`config.mk`:
```
export PLATFORM = sky130hd
export DESIGN_NAME = q_measure_seq_flat
export DESIGN_NICKNAME = d
export VERILOG_FILES = /design/src/rtl/q_meas_pkg.sv /design/src/rtl/q_measure_seq_if.sv /design/src/rtl/sample_averager.sv /design/src/rtl/q_measure_seq.sv /design/src/flat_wrapper.sv
export SDC_FILE = /design/constraint.sdc
export NUM_CORES = 1
export LEC_CHECK = 0
export ABC_AREA = 1
export CORE_AREA = 4 4 101 103
export DETAILED_ROUTE_END_ITERATION = 16
export DIE_AREA = 0 0 105 107
export PLACE_DENSITY = 0.62
export SYNTH_ARGS = -nofsm -noshare
export SYNTH_HDL_FRONTEND = slang
export SYNTH_HIERARCHICAL = 1
export SYNTH_SLANG_ARGS = --single-unit
```
`constraint.sdc`:
```
create_clock -name clk -period 5.2 [get_ports clk]
set_input_delay 1.04 -clock clk [delete_from_list [all_inputs] [get_ports clk]]
set_output_delay 1.04 -clock clk [all_outputs]
set_load 0.005 [all_outputs]
```
`src/rtl/q_meas_pkg.sv`:
```
// q_meas_pkg: shared state type, default parameters and width helper for the charge measurement responder
package q_meas_pkg;
    localparam int BUS_WIDTH_DEF     = 10;
    localparam int SETTLE_CYCLES_DEF = 16;
    localparam int AVG_LOG2_DEF      = 3;
    localparam int TIMEOUT_DEF       = 64;
    typedef enum logic [1:0] {IDLE, SETTLE, ACQUIRE, PUBLISH} state_t;
    // Accumulator width that holds 2^avg_log2 full-scale samples without overflow.
    function automatic int acc_width(input int bus_width, input int avg_log2);
        return bus_width + avg_log2;
    endfunction
endpackage

```
`src/rtl/q_measure_seq_if.sv`:
```
// q_measure_seq_if: controller and analog front-end bundle of the measurement responder
//   master drives en, i_ref, adc_sample, adc_valid; slave drives dac_code, q_measured, ready, timeout
interface q_measure_seq_if import q_meas_pkg::*; #(
    parameter int BUS_WIDTH = BUS_WIDTH_DEF
);
    logic                 en;
    logic [BUS_WIDTH-1:0] i_ref;
    logic [BUS_WIDTH-1:0] adc_sample;
    logic                 adc_valid;
    logic [BUS_WIDTH-1:0] dac_code;
    logic [BUS_WIDTH-1:0] q_measured;
    logic                 ready;
    logic                 timeout;
    modport master (
        output en, i_ref, adc_sample, adc_valid,
        input  dac_code, q_measured, ready, timeout
    );
    modport slave (
        input  en, i_ref, adc_sample, adc_valid,
        output dac_code, q_measured, ready, timeout
    );
endinterface

```
`src/rtl/sample_averager.sv`:
```
// sample_averager: accumulates 2^AVG_LOG2 samples and presents their round-half-up mean
//   clk/rst: clock and sync reset; clear: zero sum and count; accept: add sample
//   full: this accept completes the set; mean: rounded average of the stored sum
module sample_averager import q_meas_pkg::*; #(
    parameter int BUS_WIDTH = BUS_WIDTH_DEF,
    parameter int AVG_LOG2  = AVG_LOG2_DEF
) (
    input  logic                 clk,
    input  logic                 rst,
    input  logic                 clear,
    input  logic                 accept,
    input  logic [BUS_WIDTH-1:0] sample,
    output logic                 full,
    output logic [BUS_WIDTH-1:0] mean
);
    localparam int AW = acc_width(BUS_WIDTH, AVG_LOG2);
    localparam int N  = 1 << AVG_LOG2;
    logic [AW-1:0]     acc_q, acc_d;
    logic [AVG_LOG2:0] cnt_q, cnt_d;
    always_comb begin
        acc_d = clear ? '0 : accept ? acc_q + AW'(sample) : acc_q;
        cnt_d = clear ? '0 : accept ? cnt_q + (AVG_LOG2 + 1)'(1) : cnt_q;
        full  = accept && (cnt_q == (AVG_LOG2 + 1)'(N - 1));
        // One spare bit absorbs the half-LSB rounding add; the result always fits BUS_WIDTH.
        mean  = BUS_WIDTH'(({1'b0, acc_q} + (AW + 1)'(N / 2)) >> AVG_LOG2);
    end
    always_ff @(posedge clk) begin
        if (rst) begin
            acc_q <= '0;
            cnt_q <= '0;
        end else begin
            acc_q <= acc_d;
            cnt_q <= cnt_d;
        end
    end
endmodule

```
`src/rtl/q_measure_seq.sv`:
```
// q_measure_seq: drives i_ref to the DAC, waits to settle, averages ADC samples and publishes q_measured
//   clk/rst: clock and sync active-high reset
//   bus (slave): en, i_ref, adc_sample, adc_valid in; dac_code, q_measured, ready, timeout out
module q_measure_seq import q_meas_pkg::*; #(
    parameter int BUS_WIDTH     = BUS_WIDTH_DEF,
    parameter int SETTLE_CYCLES = SETTLE_CYCLES_DEF,
    parameter int AVG_LOG2      = AVG_LOG2_DEF,
    parameter int TIMEOUT       = TIMEOUT_DEF
) (
    input logic            clk,
    input logic            rst,
    q_measure_seq_if.slave bus
);
    localparam int SW = SETTLE_CYCLES > 1 ? $clog2(SETTLE_CYCLES) : 1;
    localparam int IW = $clog2(TIMEOUT);
    state_t               state_q, state_d;
    logic [SW-1:0]        settle_q, settle_d;
    logic [IW-1:0]        idle_q, idle_d;
    logic [BUS_WIDTH-1:0] dac_q, dac_d, q_q, q_d, mean;
    logic                 ready_q, ready_d, timeout_q, timeout_d;
    logic                 clear, accept, full, changed;
    sample_averager #(.BUS_WIDTH(BUS_WIDTH), .AVG_LOG2(AVG_LOG2)) u_avg (
        .clk(clk),
        .rst(rst),
        .clear(clear),
        .accept(accept),
        .sample(bus.adc_sample),
        .full(full),
        .mean(mean)
    );
    assign changed = bus.i_ref != dac_q;
    // Priority inside SETTLE/ACQUIRE: en low, then i_ref change, then starvation, then sample accept.
    always_comb begin
        state_d   = state_q;
        settle_d  = settle_q;
        idle_d    = idle_q;
        dac_d     = dac_q;
        q_d       = q_q;
        ready_d   = 1'b0;
        timeout_d = 1'b0;
        clear     = 1'b0;
        accept    = 1'b0;
        case (state_q)
            IDLE: begin
                if (bus.en) begin
                    dac_d    = bus.i_ref;
                    settle_d = SW'(SETTLE_CYCLES - 1);
                    state_d  = SETTLE;
                end
            end
            SETTLE: begin
                if (!bus.en) begin
                    state_d = IDLE;
                end else if (changed) begin
                    dac_d    = bus.i_ref;
                    settle_d = SW'(SETTLE_CYCLES - 1);
                end else if (settle_q == '0) begin
                    clear   = 1'b1;
                    idle_d  = '0;
                    state_d = ACQUIRE;
                end else begin
                    settle_d = settle_q - SW'(1);
                end
            end
            ACQUIRE: begin
                if (!bus.en) begin
                    state_d = IDLE;
                end else if (changed) begin
                    dac_d    = bus.i_ref;
                    settle_d = SW'(SETTLE_CYCLES - 1);
                    state_d  = SETTLE;
                end else if (!bus.adc_valid && idle_q == IW'(TIMEOUT - 1)) begin
                    timeout_d = 1'b1;
                    settle_d  = SW'(SETTLE_CYCLES - 1);
                    state_d   = SETTLE;
                end else if (bus.adc_valid) begin
                    accept  = 1'b1;
                    idle_d  = '0;
                    state_d = full ? PUBLISH : ACQUIRE;
                end else begin
                    idle_d = idle_q + IW'(1);
                end
            end
            PUBLISH: begin
                ready_d  = 1'b1;
                q_d      = mean;
                dac_d    = bus.en ? bus.i_ref : dac_q;
                settle_d = SW'(SETTLE_CYCLES - 1);
                state_d  = bus.en ? SETTLE : IDLE;
            end
        endcase
    end
    always_ff @(posedge clk) begin
        if (rst) begin
            state_q   <= IDLE;
            settle_q  <= '0;
            idle_q    <= '0;
            dac_q     <= '0;
            q_q       <= '0;
            ready_q   <= 1'b0;
            timeout_q <= 1'b0;
        end else begin
            state_q   <= state_d;
            settle_q  <= settle_d;
            idle_q    <= idle_d;
            dac_q     <= dac_d;
            q_q       <= q_d;
            ready_q   <= ready_d;
            timeout_q <= timeout_d;
        end
    end
    assign bus.dac_code   = dac_q;
    assign bus.q_measured = q_q;
    assign bus.ready      = ready_q;
    assign bus.timeout    = timeout_q;
endmodule

```
`src/flat_wrapper.sv`:
```
// flat-port wrapper written by rule: the top's interface ports become plain ports
module q_measure_seq_flat import q_meas_pkg::*;
#(
    parameter int BUS_WIDTH     = BUS_WIDTH_DEF,
    parameter int SETTLE_CYCLES = SETTLE_CYCLES_DEF,
    parameter int AVG_LOG2      = AVG_LOG2_DEF,
    parameter int TIMEOUT       = TIMEOUT_DEF
)
  (clk, rst, bus_en, bus_i_ref, bus_adc_sample, bus_adc_valid, bus_dac_code, bus_q_measured, bus_ready, bus_timeout);
  q_measure_seq_if #(.BUS_WIDTH(BUS_WIDTH)) bus_i ();
  input logic clk;
  input logic rst;
  input wire logic [$bits(bus_i.en)-1:0] bus_en;
  input wire logic [$bits(bus_i.i_ref)-1:0] bus_i_ref;
  input wire logic [$bits(bus_i.adc_sample)-1:0] bus_adc_sample;
  input wire logic [$bits(bus_i.adc_valid)-1:0] bus_adc_valid;
  output wire logic [$bits(bus_i.dac_code)-1:0] bus_dac_code;
  output wire logic [$bits(bus_i.q_measured)-1:0] bus_q_measured;
  output wire logic [$bits(bus_i.ready)-1:0] bus_ready;
  output wire logic [$bits(bus_i.timeout)-1:0] bus_timeout;
  assign bus_i.en = bus_en;
  assign bus_i.i_ref = bus_i_ref;
  assign bus_i.adc_sample = bus_adc_sample;
  assign bus_i.adc_valid = bus_adc_valid;
  assign bus_dac_code = bus_i.dac_code;
  assign bus_q_measured = bus_i.q_measured;
  assign bus_ready = bus_i.ready;
  assign bus_timeout = bus_i.timeout;
  q_measure_seq #(.BUS_WIDTH(BUS_WIDTH), .SETTLE_CYCLES(SETTLE_CYCLES), .AVG_LOG2(AVG_LOG2), .TIMEOUT(TIMEOUT)) u_core (.clk(clk), .rst(rst), .bus(bus_i));
endmodule
```
==> impl_metrics.py <==
metrics = {
    "run_status": {
        "outcome": "finished, final reports clean",
    },
    "clock_tree": {
        "cts.sinks": 51,
        "post_cts_resized": 0,
        "cts_setup_buffers": 0,
        "clkLatencyLatePin_ns": 0.30,
        "cts_hold_buf": 0,
        "numCtsBuffers": 5,
        "path_clk_slew_ns": 0.09,
        "cts_tree": "done",
        "h-tree-depth": 2,
        "cts.path.max_buffers": 2,
        "cts-root-buf": "clkbuf_8",
    },
    "run": {
        "maxCapViolCount": 0,
    },
    "global_route": {
        "grt_pass1_wl_um": 12400,
        "grt.overflow.total": 0,
        "grt_pass1_vias": 2842,
        "grt_max_degree": 31,
        "antenna_found_initial": 0,
        "grt.total_usage_pct": 13.2,
    },
    "sta": {
        "tightest_slew_ns": 0.880,
        "max_freq_ghz": 0.346,
        "slew_headroom_pct": 41.3,
        "tns_ns": 0,
        "grt_setup_unrepaired": "no",
        "hold_viol_final": 0,
        "finalSetupViolCount": 0,
        "finalCritPeriodShare_pct": 55.6,
        "clock_skew_ns": 0.00658,
        "maxSlewViolCount": 0,
        "period_needed_ns": 2.89,
    },
    "layout": {
        "final_util_pct": 42.0,
        "layout_commonest_cell": "nand2_1",
        "seq_area_sq_um": 1020,
        "drive_gt1_share_pct": 5.25,
        "area_delta_synth_final_pct": 20.9,
        "fillers": 955,
        "layout_common_cells": "nand2_1, nor2_1, inv_1",
        "antenna_cells": 0,
        "multi_input_area_sq_um": 1880,
        "finalNetCount": 577,
    },
    "synthesis": {
        "synth_mux_area_share_pct": 0,
        "synthAdderAreaFrac_pct": 8.08,
        "syn_inst": 488,
        "synthXorXnorAreaFrac_pct": 4.66,
        "yosys_warnings": 6,
        "synth-simple-area-share_pct": 36.0,
        "synth_seq_area_share_pct": 32.0,
        "yosys_register_bits": 51,
        "synthDistinctLibCells": 31,
        "synth_top_family_by_area": "simple AND/OR/NAND/NOR gates",
        "syn_area_sq_um": 3190,
        "syn-num-nets": 532,
        "avgSynthCellArea_sq_um": 6.54,
        "synth_compound_area_share_pct": 10.1,
    },
    "route": {
        "vias": 3048,
        "viasPerCell": 4.73,
        "drt_iter0_drc": 141,
        "ant_nets": 0,
        "wl_per_cell_um": 11.5,
        "drc_errors": 0,
        "finalWirelength_um": 7430,
        "drt-pass1-iter-count": 4,
    },
    "worst_setup_path": {
        "cp_common_cell": "nor2_1",
        "regToRegStartpoint": "u_core/bus.dac_code[6]$_SDFFE_PP0P_",
        "critical_path.max_fanout": 24,
        "rr_endpoint": "u_core/state_q[0]$_SDFFE_PP0P_",
        "cp_slowest_stage_delay_ns": 0.50,
        "crit_path_end_kind": "flop",
        "required_ns": 5.44,
        "cp.arrival_ns": 3.13,
        "reg2reg_depth": 15,
        "cp_cell_sequence": "clkdlybuf4s50_1 > xnor2_1 > nand2_1 > nor2_2 > nand2_2 > nor3_2 > buf_4 > nand3_1 > nor2_1 > nor2_1 > o21ai_0 > nor2_1 > nor2_1",
        "ff2ff_setup_slack_ns": 3.14,
        "cp_slowest_cell": "clkdlybuf4s50_1",
        "startpoint_type": "primary input",
        "crit_type": "in -> reg",
    },
    "min_path": {
        "hold_depth": 1,
        "worstHoldStart": "u_core/u_avg/cnt_q[3]$_SDFFE_PP0P_",
        "worstHoldEndpoint": "u_core/u_avg/cnt_q[3]$_SDFFE_PP0P_",
        "holdCritPathClass": "reg -> reg",
    },
    "die": {
        "initial_core_util_pct": 34.7,
        "ios": 46,
        "coreArea_sq_um": 9200,
        "die_h_um": 107,
        "row_count": 35,
        "die_width_um": 105,
        "die_area_sq_um": 11200,
    },
    "placed_design": {
        "place_congestion": 0.799,
        "io_buffers": 45,
        "dpl.hpwl_um": 5940,
    },
    "pwr": {
        "power.density_nw_per_um2": 236,
        "ir_drop_mv": 0.101,
        "p_leak_uw": 0.00180,
    },
}
[Yosys cell counts (all sizes together)]
| library cell | number | area [sq um] |
|---|---|---|
| a21o | 1 | 7.51 |
| a21oi | 28 | 140 |
| buf | 4 | 26.3 |
| clkbuf | 4 | 15.0 |
| dfxtp | 51 | 1020 |
| fa | 1 | 20.0 |
| ha | 19 | 238 |
| inv | 67 | 251 |
| nand2 | 118 | 460 |
| nand3 | 37 | 218 |
| nand3b | 1 | 7.51 |
| nand4 | 10 | 62.6 |
| nor2 | 92 | 363 |
| nor3 | 3 | 25.0 |
| o211ai | 1 | 7.51 |
| o21ai | 29 | 145 |
| o21bai | 1 | 7.51 |
| o31ai | 2 | 15.0 |
| or2 | 2 | 12.5 |
| xnor2 | 7 | 61.3 |
| xor2 | 10 | 87.6 |
[cell families after synthesis]
family | after synthesis
flip-flops | 51
adder cells (fa/ha/maj) | 20
XOR/XNOR | 17
AO/OA/AOI/OAI | 62
AND/OR/NAND/NOR | 263
buffers and inverters | 75
[routing by layer]
| layer | track usage (%) | share of wire (%) |
|---|---|---|
| met5 | 0 | 0 |
| met2 | 22.7 | 47 |
| met4 | 3.66 | 1.1 |
| met1 | 16.9 | 48 |
| met3 | 2.53 | 3.5 |
[power by group]
group / total [uW] / internal, uW / leakage (uW) / switching [uW]
clock network: 270 / 141 / 0.0000502 / 129
registers: 434 / 416 / 0.000416 / 18.0
logic: 207 / 90.1 / 0.00134 / 117
total: 911 / 647 / 0.00180 / 264
[through the flow]
stage / setup WS (ns) / power [uW] / cell area, sq um / std cells / hold WS, ns
floorplan: 2.47 / 575 / 3190 / 488 / 0.422
global placement: 2.02 / 648 / 3750 / 637 / 0.439
detailed placement: 1.99 / 651 / 3750 / 637 / 0.455
CTS: 2.29 / 924 / 3860 / 644 / 0.470
global route: 1.99 / 967 / 3860 / 644 / 0.500
finish: 2.31 / 911 / 3860 / 644 / 0.465
[registers in the layout, indices dropped and copies added (netlist names)]
| signal | flops |
|---|---|
| u_core/u_avg/acc_q | 13 |
| u_core/bus.ready | 1 |
| u_core/u_avg/cnt_q | 4 |
| u_core/settle_q | 4 |
| u_core/bus.timeout | 1 |
| u_core/bus.dac_code | 10 |
| u_core/state_q | 2 |
| u_core/bus.q_measured | 10 |
| u_core/idle_q | 6 |
[area by class of cell]
type,count,area share [%]
clock buffer,5,1.78
multi-input combinational,362,48.8
clock inverter,2,0.973
timing repair buffer,46,11.9
sequential,51,26.5
tap,111,3.60
inverter,67,6.52
[worst max-delay path, delay by kind of cell]
family | cells | cell delay (ns)
AOI/OAI and AO/OA | 1 | 0.15
xor gates and xnor gates | 1 | 0.13
and+or+nand+nor | 9 | 1.03
buffers and inverters | 2 | 0.79
[how the worst max path moves through the flow]
stage                                                 to  depth (start not counted)          from  slack, ns
after floorplan           u_core/state_q[0]$_SDFFE_PP0P_                         13  bus_i_ref[2]       2.47
after global placement    u_core/state_q[0]$_SDFFE_PP0P_                         13  bus_i_ref[0]       2.02
after detailed placement  u_core/state_q[0]$_SDFFE_PP0P_                         13  bus_i_ref[0]       1.99
after CTS                 u_core/state_q[0]$_SDFFE_PP0P_                         13  bus_i_ref[0]       2.29
after global routing      u_core/state_q[0]$_SDFFE_PP0P_                         16  bus_i_ref[8]       1.99
final                     u_core/state_q[0]$_SDFFE_PP0P_                         13  bus_i_ref[0]       2.31
Note: power is estimated with default switching activity, not from simulation.
